## src/rtl/memory_sequencer_pkg.sv

```systemverilog
// Shared definitions for the memory game sequencer: state encoding, symbol
// width, LED count and the symbol-to-LED decode.
package memory_sequencer_pkg;

    localparam int SYM_W    = 2;
    localparam int NUM_LEDS = 4;

    localparam logic [2:0] S_IDLE     = 3'd0;
    localparam logic [2:0] S_ADD      = 3'd1;
    localparam logic [2:0] S_SHOW_ON  = 3'd2;
    localparam logic [2:0] S_SHOW_OFF = 3'd3;
    localparam logic [2:0] S_INPUT    = 3'd4;
    localparam logic [2:0] S_WIN      = 3'd5;
    localparam logic [2:0] S_LOSE     = 3'd6;

    typedef enum logic [2:0] {
        ST_IDLE     = S_IDLE,
        ST_ADD      = S_ADD,
        ST_SHOW_ON  = S_SHOW_ON,
        ST_SHOW_OFF = S_SHOW_OFF,
        ST_INPUT    = S_INPUT,
        ST_WIN      = S_WIN,
        ST_LOSE     = S_LOSE
    } state_t;

    function automatic logic [NUM_LEDS-1:0] sym_to_led(input logic [SYM_W-1:0] sym);
        return NUM_LEDS'(1) << sym;
    endfunction

endpackage

```

## src/rtl/memory_pattern_store.sv

```systemverilog
// Pattern register file: synchronous write, asynchronous read, cleared by resetn.
import memory_sequencer_pkg::*;

module memory_pattern_store #(
    parameter int DEPTH  = 16,
    parameter int ADDR_W = 5
) (
    input  logic              clock,
    input  logic              resetn,
    input  logic              we,
    input  logic [ADDR_W-1:0] waddr,
    input  logic [SYM_W-1:0]  wdata,
    input  logic [ADDR_W-1:0] raddr,
    output logic [SYM_W-1:0]  rdata
);

    localparam int AW = (DEPTH > 1) ? $clog2(DEPTH) : 1;

    logic [SYM_W-1:0] mem [DEPTH];

    always_ff @(posedge clock or negedge resetn) begin
        if (!resetn) begin
            for (int i = 0; i < DEPTH; i++) mem[i] <= '0;
        end else if (we && (waddr < ADDR_W'(DEPTH))) begin
            mem[waddr[AW-1:0]] <= wdata;
        end
    end

    // Addresses past the end read as symbol 0 rather than aliasing.
    always_comb begin
        rdata = '0;
        if (raddr < ADDR_W'(DEPTH)) rdata = mem[raddr[AW-1:0]];
    end

endmodule

```

## src/rtl/memory_sequencer.sv

```systemverilog
// Memory game controller: grows a random symbol pattern, plays it back on
// one-hot LEDs and checks the player's button presses against it.
import memory_sequencer_pkg::*;

module memory_sequencer #(
    parameter int MAX_LEN       = 16,
    parameter int ON_TICKS      = 3,
    parameter int OFF_TICKS     = 1,
    parameter int TIMEOUT_TICKS = 20,
    localparam int LVL_W        = $clog2(MAX_LEN + 1)
) (
    input  logic                clock,
    input  logic                resetn,
    input  logic                tick,
    input  logic                start,
    input  logic [9:0]          rand_word,
    input  logic                btn_valid,
    input  logic [SYM_W-1:0]    btn_code,
    output logic [NUM_LEDS-1:0] led,
    output logic [LVL_W-1:0]    level,
    output logic                awaiting_input,
    output logic                win,
    output logic                lose,
    output logic [2:0]          state_dbg
);

    localparam int CNT_MAX_A = (ON_TICKS > OFF_TICKS) ? ON_TICKS : OFF_TICKS;
    localparam int CNT_MAX   = (TIMEOUT_TICKS > CNT_MAX_A) ? TIMEOUT_TICKS : CNT_MAX_A;
    localparam int CNT_W     = $clog2(CNT_MAX + 1);

    state_t           state_q, state_d;
    logic [LVL_W-1:0] level_q, level_d;
    logic [LVL_W-1:0] idx_q, idx_d;
    logic [CNT_W-1:0] cnt_q, cnt_d;

    logic             mem_we;
    logic [SYM_W-1:0] mem_rdata;
    logic             last_idx;

    memory_pattern_store #(
        .DEPTH  (MAX_LEN),
        .ADDR_W (LVL_W)
    ) u_store (
        .clock  (clock),
        .resetn (resetn),
        .we     (mem_we),
        .waddr  (level_q),
        .wdata  (rand_word[SYM_W-1:0]),
        .raddr  (idx_q),
        .rdata  (mem_rdata)
    );

    always_ff @(posedge clock or negedge resetn) begin
        if (!resetn) begin
            state_q <= ST_IDLE;
            level_q <= '0;
            idx_q   <= '0;
            cnt_q   <= '0;
        end else begin
            state_q <= state_d;
            level_q <= level_d;
            idx_q   <= idx_d;
            cnt_q   <= cnt_d;
        end
    end

    assign last_idx = (idx_q == level_q - LVL_W'(1));

    always_comb begin
        state_d = state_q;
        level_d = level_q;
        idx_d   = idx_q;
        cnt_d   = cnt_q;
        mem_we  = 1'b0;

        unique case (state_q)
            ST_IDLE, ST_WIN, ST_LOSE: begin
                if (start) begin
                    state_d = ST_ADD;
                    level_d = '0;
                end
            end

            // Ticks arriving here are intentionally dropped.
            ST_ADD: begin
                mem_we  = 1'b1;
                if (level_q < LVL_W'(MAX_LEN)) level_d = level_q + LVL_W'(1);
                idx_d   = '0;
                cnt_d   = '0;
                state_d = ST_SHOW_ON;
            end

            ST_SHOW_ON: begin
                if (tick) begin
                    if (cnt_q >= CNT_W'(ON_TICKS - 1)) begin
                        cnt_d   = '0;
                        state_d = ST_SHOW_OFF;
                    end else begin
                        cnt_d = cnt_q + CNT_W'(1);
                    end
                end
            end

            ST_SHOW_OFF: begin
                if (tick) begin
                    if (cnt_q >= CNT_W'(OFF_TICKS - 1)) begin
                        cnt_d = '0;
                        if (last_idx) begin
                            idx_d   = '0;
                            state_d = ST_INPUT;
                        end else begin
                            idx_d   = idx_q + LVL_W'(1);
                            state_d = ST_SHOW_ON;
                        end
                    end else begin
                        cnt_d = cnt_q + CNT_W'(1);
                    end
                end
            end

            // A press takes priority over a timeout expiring in the same cycle.
            ST_INPUT: begin
                if (btn_valid) begin
                    if (btn_code != mem_rdata) begin
                        state_d = ST_LOSE;
                    end else if (!last_idx) begin
                        idx_d = idx_q + LVL_W'(1);
                        cnt_d = '0;
                    end else if (level_q == LVL_W'(MAX_LEN)) begin
                        state_d = ST_WIN;
                    end else begin
                        state_d = ST_ADD;
                    end
                end else if (tick) begin
                    if (cnt_q >= CNT_W'(TIMEOUT_TICKS - 1)) begin
                        cnt_d   = '0;
                        state_d = ST_LOSE;
                    end else begin
                        cnt_d = cnt_q + CNT_W'(1);
                    end
                end
            end

            default: state_d = ST_IDLE;
        endcase
    end

    always_comb begin
        led            = (state_q == ST_SHOW_ON) ? sym_to_led(mem_rdata) : '0;
        level          = level_q;
        awaiting_input = (state_q == ST_INPUT);
        win            = (state_q == ST_WIN);
        lose           = (state_q == ST_LOSE);
        state_dbg      = state_q;
    end

endmodule

```

## config.mk

```make
export PLATFORM = sky130hd
export DESIGN_NAME = memory_sequencer
export DESIGN_NICKNAME = d
export VERILOG_FILES = /design/src/rtl/memory_sequencer_pkg.sv /design/src/rtl/memory_pattern_store.sv /design/src/rtl/memory_sequencer.sv
export SDC_FILE = /design/constraint.sdc
export NUM_CORES = 1
export LEC_CHECK = 0
export ABC_AREA = 1
export CAP_MARGIN = 10
export CORE_MARGIN = 3
export CORE_UTILIZATION = 64
export CTS_BUF_LIST = sky130_fd_sc_hd__clkbuf_8
export CTS_CLUSTER_DIAMETER = 200
export DETAILED_ROUTE_END_ITERATION = 6
export HOLD_SLACK_MARGIN = 0.03
export PLACE_DENSITY = 0.88
export SYNTH_ARGS = -nofsm -noshare
export SYNTH_HDL_FRONTEND = slang
export SYNTH_HIERARCHICAL = 1
export SYNTH_SLANG_ARGS = --single-unit
```

## constraint.sdc

```tcl
create_clock -name clock -period 6 [get_ports clock]
set_clock_uncertainty 0.15 [all_clocks]
set_input_delay 1.2 -clock clock [delete_from_list [all_inputs] [get_ports clock]]
set_output_delay 1.2 -clock clock [all_outputs]
set_load 0.005 [all_outputs]
```

==> results.txt <==
----------------------------------------------------
[Status]
  Result of the run ... finished, final reports clean

[Synth]
  Yosys warning total ... 6
  Combinational family with the most area after synthesis ... simple AND/OR/NAND/NOR gates
  Cells after synthesis ... 471
  Distinct cell type count after synthesis ... 36
  Post-synthesis cell area ... 3269 um^2
  Syn_area_per_cell ... 6.941 um^2
  Part of the Yosys area used for sequential elements ... 38.27%
  Number of synthesized register bits ... 50
  Area share of xor/xnor cells in the synthesized design ... 2.679%
  Arithmetic-cell share of the synthesized area counting full adders, half adders and majority gates ... 1.914%
  Multiplexer share of the synthesized area ... 0%
  Synth Area in Compound Gates ... 8.113%
  Net count after synthesis ... 493
  Post-Synth Simple-Gate Area ... 39.95%

[Clock tree]
  Number of CTS-inserted buffers ... 5
  Post-CTS clock slew at the launch and capture registers of the worst setup and hold paths ... 0.09 ns
  Hold buffer count at cts ... 0
  Post-CTS Setup Repair Bufs ... 0
  Clock latency reported for the late side of the worst-skew pair ... 0.31 ns
  Total of cells resized after clock tree synthesis ... 0
  Number of sinks handled by clock tree synthesis ... 50
  Root buffer selected by CTS ... clkbuf_8
  CTS Buffer Depth ... 2
  CTS tree ... built
  Clock H-tree levels ... 2

[Finish]
  Area added between synthesis and finish ... 10.68%
  Nets ... 514
  Commonest non-fill, non-tap cells in the layout ... nand2_1, dfrtp_1, inv_1
  Commonest non-fill, non-tap cell in the layout ... nand2_1
  Share of post-route cells with drive strength above 1 ... 9.939%
  Utilization after layout ... 75.12%
  Number of diodes ... 0

[Worst hold path]
  Start point of the worst hold path ... u_store/mem[13]
  Worst min-delay path class ... reg2reg
  Hold-critical path depth ... 2
  Terminating pin of the worst hold path ... u_store/mem[13]

[Place]
  Placer congestion estimate ... 0.9389
  Post-DP HPWL ... 5.087 mm
  Number of I/O port buffers ... 23

[Die]
  Vertical extent of the die ... 77.48 um
  Site Rows ... 25
  Core Area ... 4817 um^2
  # IOs ... 32
  Area of the die ... 6002 um^2
  Horiz. Die Dim ... 77.48 um
  Starting utilization of the core area ... 67.87%

[Timing]
  Portion of the clock cycle consumed by the worst path in the final layout ... 72.53%
  Setup repair after global routing missed its margin ... false
  Final worst path period need ... 4.352 ns
  Setup TNS Final ... 0 ns
  Final Max Slew Viols ... 0
  Min Hold Slack ... 0.3530 ns
  Number of failing hold endpoints at the final stage ... 0
  Maximum clock rate ... 0.2298 GHz
  Transition at the pin with the smallest max-transition slack ... 1.080 ns
  Worst rel slew slack ... 27.97%
  Final count of negative-setup-slack endpoints ... 0

[Routing]
  DRC errors left ... 0
  Starting DRC count in detailed routing ... 199
  Vias per cell ... 5.384
  Antenna viol nets, final ... 0
  Routed via count ... 3,015
  WL final ... 7.112 mm
  Number of search-and-repair iterations in the first detailed-routing pass ... 5
  Post-detailed-route wirelength per cell ... 12.70 um

[Setup path]
  Data required time at the worst endpoint ... 4.65 ns
  Cell depth of the worst flop-to-flop path ... 13
  Crit Path Max Fanout ... 22
  Worst flop-to-flop path startpoint ... idx_q[0]
  Endpoint kind of the worst setup timing path ... primary output
  Worst setup slack for register-to-register paths ... 3.03 ns
  Type of the setup path with the least slack ... reg2out
  Reg2reg end ... idx_q[3]
  Signal arrival time at the worst endpoint ... 3.00 ns
  Type of element launching the critical path ... register

[Global routing]
  Initial antenna violation count ... 0
  Global-route congestion overflow total ... 0
  Via count of the first global-routing pass ... 2,723
  Combined global-route utilization of all metal layers ... 24.86%
  Wire length of the first global-routing pass ... 12.03 mm
  Pin count of the biggest net entering global routing ... 51

[Power]
  Max VDD drop ... 0.2360 mV
  Cell area power density ... 398.0 nW/um^2
  Standby leakage power ... 1.914 nW

[Job]
  Max-capacitance violation count ... 0

----------------------------------------------------
==> layer usage <==
layer	wire [um]	vias to the layer above	GRT usage [%]
met2	3240	108	39.46
met3	387	19	3.828
met5	0	-	0
met1	3273	1365	33.33
li1	-	1523	-
met4	210	0	11.92
==> layout make-up <==
type / instances / area (um^2)
sequential: 50 / 1251
tap: 67 / 83.83
inverter: 59 / 224.0
clock buffer: 5 / 68.82
timing repair buffer: 23 / 225.2
multi-input combinational: 353 / 1722
fill: 381 / 1199
clock inverter: 3 / 43.79
==> worst max-delay path by stage <==
stage,from,to,slack [ns]
after floorplan,idx_q[0],led[1],3.09
after global placement,idx_q[0],led[3],2.11
after detailed placement,idx_q[0],led[1],2.00
after CTS,idx_q[0],led[1],1.63
after global routing,idx_q[0],led[3],1.43
final,idx_q[0],led[1],1.65
==> power breakdown <==
group	internal (mW)	switching (mW)	total, mW
logic	0.265	0.422	0.687
clock network	0.125	0.114	0.239
registers	0.418	0.0957	0.514
total	0.808	0.632	1.44
==> cells in the mapped netlist (all sizes together) <==
library cell,count,area [um^2]
nand4,1,12.51
clkbuf,2,7.510
nor3b,1,7.510
and2,1,6.260
ha,5,62.56
xor2,8,70.07
xnor2,2,17.52
nor4,2,12.51
inv,58,220.2
dfrtp,50,1251
or2,2,12.51
buf,7,65.05
o21ai,38,190.2
nand3,49,265.3
nor2,33,153.9
nand3b,2,27.53
nor3,8,50.05
nand2,190,745.7
clkinv,1,3.750
nand2b,2,12.51
o211ai,1,12.51
a21oi,8,62.57
==> critical path, cell delays in order (launching register included) <==
cell	delay, ns
dfrtp_1	0.87
inv_4	0.21
nand2_1	0.11
nand3_1	0.07
nand3_1	0.12
nand3_1	0.09
a21oi_1	0.36
inv_1	0.12
nor3_1	0.21
clkdlybuf4s50_1	0.53
==> through the flow <==
| step | cell area, um^2 | setup slack, ns | cells | total power, mW |
|---|---|---|---|---|
| floorplan | 3269 | 3.089 | 471 | 1.028 |
| global placement | 3506 | 2.115 | 552 | 1.175 |
| detailed placement | 3506 | 2.003 | 552 | 1.195 |
| CTS | 3618 | 1.630 | 560 | 1.439 |
| global route | 3618 | 1.434 | 560 | 1.560 |
| finish | 3618 | 1.648 | 560 | 1.440 |
==> sequential cells by signal (all words and copies together), names as in the netlist <==
register and flops:
state_dbg 3, level 5, cnt_q 5, u_store/mem 32, idx_q 5
==> kinds of logic (layout without fill, tap and decap cells) <==
group	Yosys count	after routing
fa+ha+maj	5	5
compound gates	47	47
flops	50	50
buf+inv	68	90
xor+xnor	10	10
simple gates	291	291
Note: power is estimated with default switching activity, not from simulation.
